<file path="config.mk">
export PLATFORM = sky130hd
export DESIGN_NAME = sys_array_ctrl
export DESIGN_NICKNAME = d
export VERILOG_FILES = /design/src/rtl/sys_array_ctrl.sv
export SDC_FILE = /design/constraint.sdc
export NUM_CORES = 1
export LEC_CHECK = 0
export ABC_AREA = 1
export CAP_MARGIN = 10
export CORE_ASPECT_RATIO = 0.7
export CORE_MARGIN = 10
export CORE_UTILIZATION = 45
export CTS_BUF_LIST = sky130_fd_sc_hd__clkbuf_4
export CTS_CLUSTER_SIZE = 16
export DETAILED_ROUTE_END_ITERATION = 12
export HOLD_SLACK_MARGIN = 0.05
export SYNTH_ARGS = -nofsm -noshare
export SYNTH_HDL_FRONTEND = slang
export SYNTH_SLANG_ARGS = --single-unit
</file>
<file path="constraint.sdc">
create_clock -name clock -period 5.1 [get_ports clock]
set_input_delay 1.53 -clock clock [delete_from_list [all_inputs] [get_ports clock]]
set_output_delay 1.53 -clock clock [all_outputs]
set_load 0.005 [all_outputs]
</file>
<file path="src/rtl/sys_array_ctrl.sv">
// sys_array_ctrl
//   Sequencer for a ROWS x COLS weight-stationary systolic array. One job per
//   start: clear the array, load weights row by row, stream num_vec input
//   vectors, flag valid partial sums leaving each column, then pulse done.
//
// Ports
//   clock        in   1              rising-edge clock
//   reset_n      in   1              asynchronous active-low reset
//   start        in   1              job request, only honoured in IDLE
//   keep_params  in   1              latched with start; 1 = skip LOAD
//   abort        in   1              cancel current job, return to IDLE
//   num_vec      in   VEC_W          vectors to stream, latched with start
//   busy         out  1              high in every state except IDLE
//   done         out  1              one-cycle pulse at normal job end
//   arr_clr_n    out  1              active-low array clear, CLEAR only
//   param_load   out  ROWS           one-hot weight-row load strobe
//   w_rd_addr    out  $clog2(ROWS)   weight buffer row address
//   in_rd_en     out  1              input buffer read enable
//   in_rd_addr   out  VEC_W          input vector index
//   out_valid    out  COLS           per-column partial-sum valid
//   perf_cycles  out  32             busy clock count, saturating (optional)
//   perf_jobs    out  16             completed job count, wrapping (optional)
//
// Build option: define SYS_ARRAY_CTRL_PERF_EN to add perf_cycles/perf_jobs.
//
// state   | meaning
// --------+-----------------------------------------------------------
// S_IDLE  | waiting for start
// S_CLEAR | one cycle with arr_clr_n low
// S_LOAD  | ROWS cycles, one weight row per cycle
// S_FEED  | stream vectors and flag column outputs, cnt = t
// S_DONE  | one cycle done pulse

module sys_array_ctrl #(
  parameter int ROWS  = 4,
  parameter int COLS  = 4,
  parameter int VEC_W = 16
) (
  input  logic                      clock,
  input  logic                      reset_n,
  input  logic                      start,
  input  logic                      keep_params,
  input  logic                      abort,
  input  logic [VEC_W-1:0]          num_vec,
  output logic                      busy,
  output logic                      done,
  output logic                      arr_clr_n,
  output logic [ROWS-1:0]           param_load,
  output logic [$clog2(ROWS)-1:0]   w_rd_addr,
  output logic                      in_rd_en,
  output logic [VEC_W-1:0]          in_rd_addr,
  output logic [COLS-1:0]           out_valid
`ifdef SYS_ARRAY_CTRL_PERF_EN
  ,
  output logic [31:0]               perf_cycles,
  output logic [15:0]               perf_jobs
`endif
);

  localparam int AW = $clog2(ROWS);
  localparam int CW = VEC_W + 1;

  typedef logic [CW-1:0] cnt_t;
  typedef logic [CW:0]   ext_t;
  typedef logic [ROWS-1:0] row_t;

  typedef enum logic [2:0] {
    S_IDLE  = 3'd0,
    S_CLEAR = 3'd1,
    S_LOAD  = 3'd2,
    S_FEED  = 3'd3,
    S_DONE  = 3'd4
  } state_t;

  state_t            state_q, state_d;
  cnt_t              cnt_q, cnt_d;
  logic [VEC_W-1:0]  nv_q, nv_d;
  logic              keep_q, keep_d;

  logic              busy_q, busy_d;
  logic              done_q, done_d;
  logic              arr_clr_n_q, arr_clr_n_d;
  logic [ROWS-1:0]   param_load_q, param_load_d;
  logic [AW-1:0]     w_rd_addr_q, w_rd_addr_d;
  logic              in_rd_en_q, in_rd_en_d;
  logic [VEC_W-1:0]  in_rd_addr_q, in_rd_addr_d;
  logic [COLS-1:0]   out_valid_q, out_valid_d;

  // Last FEED t; one extra bit so the largest num_vec cannot wrap.
  ext_t feed_last;
  assign feed_last = {2'b00, nv_q} + ext_t'(ROWS + COLS - 2);

  always_ff @(posedge clock or negedge reset_n) begin
    if (!reset_n) begin
      state_q      <= S_IDLE;
      cnt_q        <= '0;
      nv_q         <= '0;
      keep_q       <= 1'b0;
      busy_q       <= 1'b0;
      done_q       <= 1'b0;
      arr_clr_n_q  <= 1'b1;
      param_load_q <= '0;
      w_rd_addr_q  <= '0;
      in_rd_en_q   <= 1'b0;
      in_rd_addr_q <= '0;
      out_valid_q  <= '0;
    end else begin
      state_q      <= state_d;
      cnt_q        <= cnt_d;
      nv_q         <= nv_d;
      keep_q       <= keep_d;
      busy_q       <= busy_d;
      done_q       <= done_d;
      arr_clr_n_q  <= arr_clr_n_d;
      param_load_q <= param_load_d;
      w_rd_addr_q  <= w_rd_addr_d;
      in_rd_en_q   <= in_rd_en_d;
      in_rd_addr_q <= in_rd_addr_d;
      out_valid_q  <= out_valid_d;
    end
  end

  always_comb begin
    state_d = state_q;
    cnt_d   = cnt_q;
    nv_d    = nv_q;
    keep_d  = keep_q;
    if (abort) begin
      state_d = S_IDLE;
      cnt_d   = '0;
    end else begin
      unique case (state_q)
        S_IDLE: begin
          if (start) begin
            state_d = S_CLEAR;
            nv_d    = num_vec;
            keep_d  = keep_params;
            cnt_d   = '0;
          end
        end
        S_CLEAR: begin
          cnt_d = '0;
          if (!keep_q)          state_d = S_LOAD;
          else if (nv_q == '0)  state_d = S_DONE;
          else                  state_d = S_FEED;
        end
        S_LOAD: begin
          if (cnt_q == cnt_t'(ROWS - 1)) begin
            cnt_d   = '0;
            state_d = (nv_q == '0) ? S_DONE : S_FEED;
          end else begin
            cnt_d = cnt_q + cnt_t'(1);
          end
        end
        S_FEED: begin
          if ({1'b0, cnt_q} == feed_last) begin
            cnt_d   = '0;
            state_d = S_DONE;
          end else begin
            cnt_d = cnt_q + cnt_t'(1);
          end
        end
        S_DONE: begin
          cnt_d   = '0;
          state_d = S_IDLE;
        end
        default: begin
          cnt_d   = '0;
          state_d = S_IDLE;
        end
      endcase
    end
  end

  // Outputs are decoded from the upcoming state/counter and registered, so
  // each output flop shows the state the FSM is in during that cycle.
  always_comb begin
    busy_d       = (state_d != S_IDLE);
    done_d       = (state_d == S_DONE);
    arr_clr_n_d  = (state_d != S_CLEAR);
    param_load_d = '0;
    w_rd_addr_d  = '0;
    in_rd_en_d   = 1'b0;
    in_rd_addr_d = '0;
    out_valid_d  = '0;
    if (state_d == S_LOAD) begin
      param_load_d = row_t'(1) << cnt_d[AW-1:0];
      w_rd_addr_d  = cnt_d[AW-1:0];
    end
    if (state_d == S_FEED) begin
      if (cnt_d < {1'b0, nv_d}) begin
        in_rd_en_d   = 1'b1;
        in_rd_addr_d = cnt_d[VEC_W-1:0];
      end
      for (int c = 0; c < COLS; c++) begin
        out_valid_d[c] = ({1'b0, cnt_d} >= ext_t'(ROWS + c)) &&
                         ({1'b0, cnt_d} <  ext_t'(ROWS + c) + {2'b00, nv_d});
      end
    end
  end

  assign busy       = busy_q;
  assign done       = done_q;
  assign arr_clr_n  = arr_clr_n_q;
  assign param_load = param_load_q;
  assign w_rd_addr  = w_rd_addr_q;
  assign in_rd_en   = in_rd_en_q;
  assign in_rd_addr = in_rd_addr_q;
  assign out_valid  = out_valid_q;

`ifdef SYS_ARRAY_CTRL_PERF_EN
  logic [31:0] perf_cycles_q, perf_cycles_d;
  logic [15:0] perf_jobs_q, perf_jobs_d;

  always_comb begin
    perf_cycles_d = perf_cycles_q;
    perf_jobs_d   = perf_jobs_q;
    if (busy_q && (perf_cycles_q != '1)) perf_cycles_d = perf_cycles_q + 32'd1;
    if (done_q)                          perf_jobs_d   = perf_jobs_q + 16'd1;
  end

  always_ff @(posedge clock or negedge reset_n) begin
    if (!reset_n) begin
      perf_cycles_q <= '0;
      perf_jobs_q   <= '0;
    end else begin
      perf_cycles_q <= perf_cycles_d;
      perf_jobs_q   <= perf_jobs_d;
    end
  end

  assign perf_cycles = perf_cycles_q;
  assign perf_jobs   = perf_jobs_q;
`endif

endmodule

</file>
==> metrics.yaml <==
grt-ovfl-total: 0
synthesis.nets: 1033
syn_avg_cell_area_um2: 7.28
fin_worst_skew_ns: 0.0464
syn_inst: 930
status: "complete, no violations"
synthTopCellsByArea: "dfrtp_1, ha_1, nand2_1, xor2_1, inv_1"
ys_seq_area_share_pct: 24.8
p_leak_nw: 4.10
setup_viol: 0
path_class: "in2reg"
synth_top_area_share_pct: 24.4
clock-sinks: 67
num_io_pins: 51
yosys_warnings: 0
grt_pass1_wl_um: 34300
tns_ns: 0
yosysTopAreaCell: "dfrtp_1"
clock.fmax_mhz: 220
min_from: "keep_q$_DFFE_PN0P_"
htree_num_levels: 3
place.gp.congestion: 0.966
synth_ff_type: "dfrtp_1"
grt_max_degree: 36
port_buffers: 50
dpl.cell_count: 1204
drv_cap: 0
syn_area_um2: 6770
area_growth_pct: 16.5
rrSetupSlack_ns: 0.62
instances_no_fill: 1221
synth-seq-cells: 67
stdcell_area_um2: 7880
ys_top_cells_by_count: "nand2_1, inv_1, nor2_1"
worst_pin_slew_ns: 0.796
r2r-start: "nv_q[1]$_DFF_PN0_"
clockBufferDepth: 2
r2r_end: "in_rd_addr[15]$_DFF_PN0_"
first_pass_iters: 5
dp_hpwl_um: 17900
final_antenna_net_count: 0
wl_per_cell_um: 17.7
slew_violations: 0
cts_resized: 0
fp.dieH_um: 123
cts_tree: "yes"
core_area_um2: 14700
period_minus_slack_ns: 4.54
first_iter_violations: 601
clkTransAtPathRegs_ns: 0.12
clock_latency_ns: 0.45
crit_path_end_kind: "register"
fin_crit_sh_pct: 89.0
antenna_found_initial: 1
holdPathEnd: "keep_q$_DFFE_PN0P_"
critPathArrivalTime_ns: 4.90
nets: 1123
drc: 0
clockRootBuffer: "clkbuf_4"
fp.dieArea_um2: 20400
place_area_um2: 7740
vias: 6366
yosysMostFrequentCell: "nand2_1"
cp_data_required_time_ns: 5.46
worst_ir_drop_vdd_mv: 0.142
rows: 37
vias_per_cell: 5.21
slew_headroom_pct: 46.4
startpoint_type: "input pin"
holdPathStages: 1
hold_class: "reg2reg"
postCtsSetupBuffers: 0
powerDensity_nw_per_um2: 314
die_w_um: 167
ff2ff_path_depth: 31
synth-edff-count: 0
hold_viol: 0
cts_made_buffers: 9
ctsHoldBuffers: 0
rsz0062_at_grt: "false"
async_flop_share_pct: 100
ys_types: 51
wirelength_um: 21600
grt_pass1_vias: 6033
drive_gt1_share_pct: 14.8
worstPathMaxFanout: 26
grt_usage_pct: 21.1
start_util_pct: 46.0
==> through the flow <==
stage	worst slack [ns]	total power, mW	hold slack [ns]	util (%)
floorplan	0.390	1.61	0.503	-
global placement	0.186	2.08	0.550	52.6
detailed placement	0.157	2.08	0.552	52.6
CTS	0.602	2.46	0.580	53.5
global route	0.125	2.69	0.598	53.5
finish	0.559	2.47	0.577	53.5
==> worst max-delay path by stage <==
stage	start	to	slack (ns)	depth (start not counted)
finish	start	out_valid[0]$_DFF_PN0_	0.56	18
global route	start	out_valid[3]$_DFF_PN0_	0.12	18
CTS	start	out_valid[1]$_DFF_PN0_	0.60	23
detailed placement	start	out_valid[1]$_DFF_PN0_	0.16	23
global placement	start	out_valid[1]$_DFF_PN0_	0.19	22
floorplan	abort	out_valid[3]$_DFF_PN0_	0.39	21
==> flip-flops by register name, summed over array words and instances, names as in the netlist, 2 cells and up <==
| register | cells |
|---|---|
| param_load | 4 |
| nv_q | 16 |
| w_rd_addr | 2 |
| state_q | 3 |
| out_valid | 4 |
| in_rd_addr | 16 |
| cnt_q | 17 |
==> worst max-delay path: stages <==
cell and delay, ns:
clkdlybuf4s50_1 0.57, nand3_4 0.20, buf_12 0.23, o21ai_1 0.42, nor2_1 0.19, nand2_1 0.22, nor2_1 0.08, xor2_1 0.15
ha_1 0.34, nand4_1 0.13, a21oi_1 0.06, a2111oi_0 0.31, nand2_1 0.11, nand2_1 0.07, nand3b_1 0.07, nand2_1 0.08
a21oi_1 0.06, nor2_1 0.08
==> routing by layer <==
metal	track usage [%]	vias to the layer above	share of wire (%)
met4	4.65	0	1.7
met2	30.4	203	40
met3	3.26	19	6.4
li1	-	3213	-
met1	32.2	2931	52
met5	0	-	0
==> area by class of cell <==
type                       instances  area, um^2
fill                            1472        6840
multi-input combinational        732        4560
sequential                        67        1680
timing repair buffer              91         816
inverter                         119         447
tap                              195         244
clock buffer                      11        82.6
clock inverter                     5        53.8
antenna                            1        2.50
==> cell usage in the layout, fill, tap and decap left out, drive strengths merged, types with 5 or more instances in the layout <==
cell / instances
o21ai: 47
buf: 42
clkbuf: 11
a21oi: 45
xor2: 58
nand4: 24
nor3: 25
ha: 82
clkinv: 5
clkdlybuf4s50: 49
dfrtp: 66
inv: 116
nand2: 256
nor4: 7
nor2: 115
nand3: 45
==> kinds of logic (layout without fill, tap and decap cells) <==
logic type      after synthesis  after routing  synth area share, %
xor+xnor                     61             61                 8.01
fa+ha+maj                    82             82                 15.2
simple gates                480            480                 34.3
buf+inv                     131            226                 7.86
other cells                   0              1                    0
compound gates              108            108                 9.73
mux                           1              1                0.166
flops                        67             67                 24.8
==> power breakdown <==
part / switching [mW] / internal, mW / total (mW)
clock network: 0.218 / 0.158 / 0.377
registers: 0.0740 / 0.581 / 0.655
logic: 0.936 / 0.506 / 1.44
total: 1.23 / 1.25 / 2.47
No activity file was read; power rests on OpenSTA's default activity.
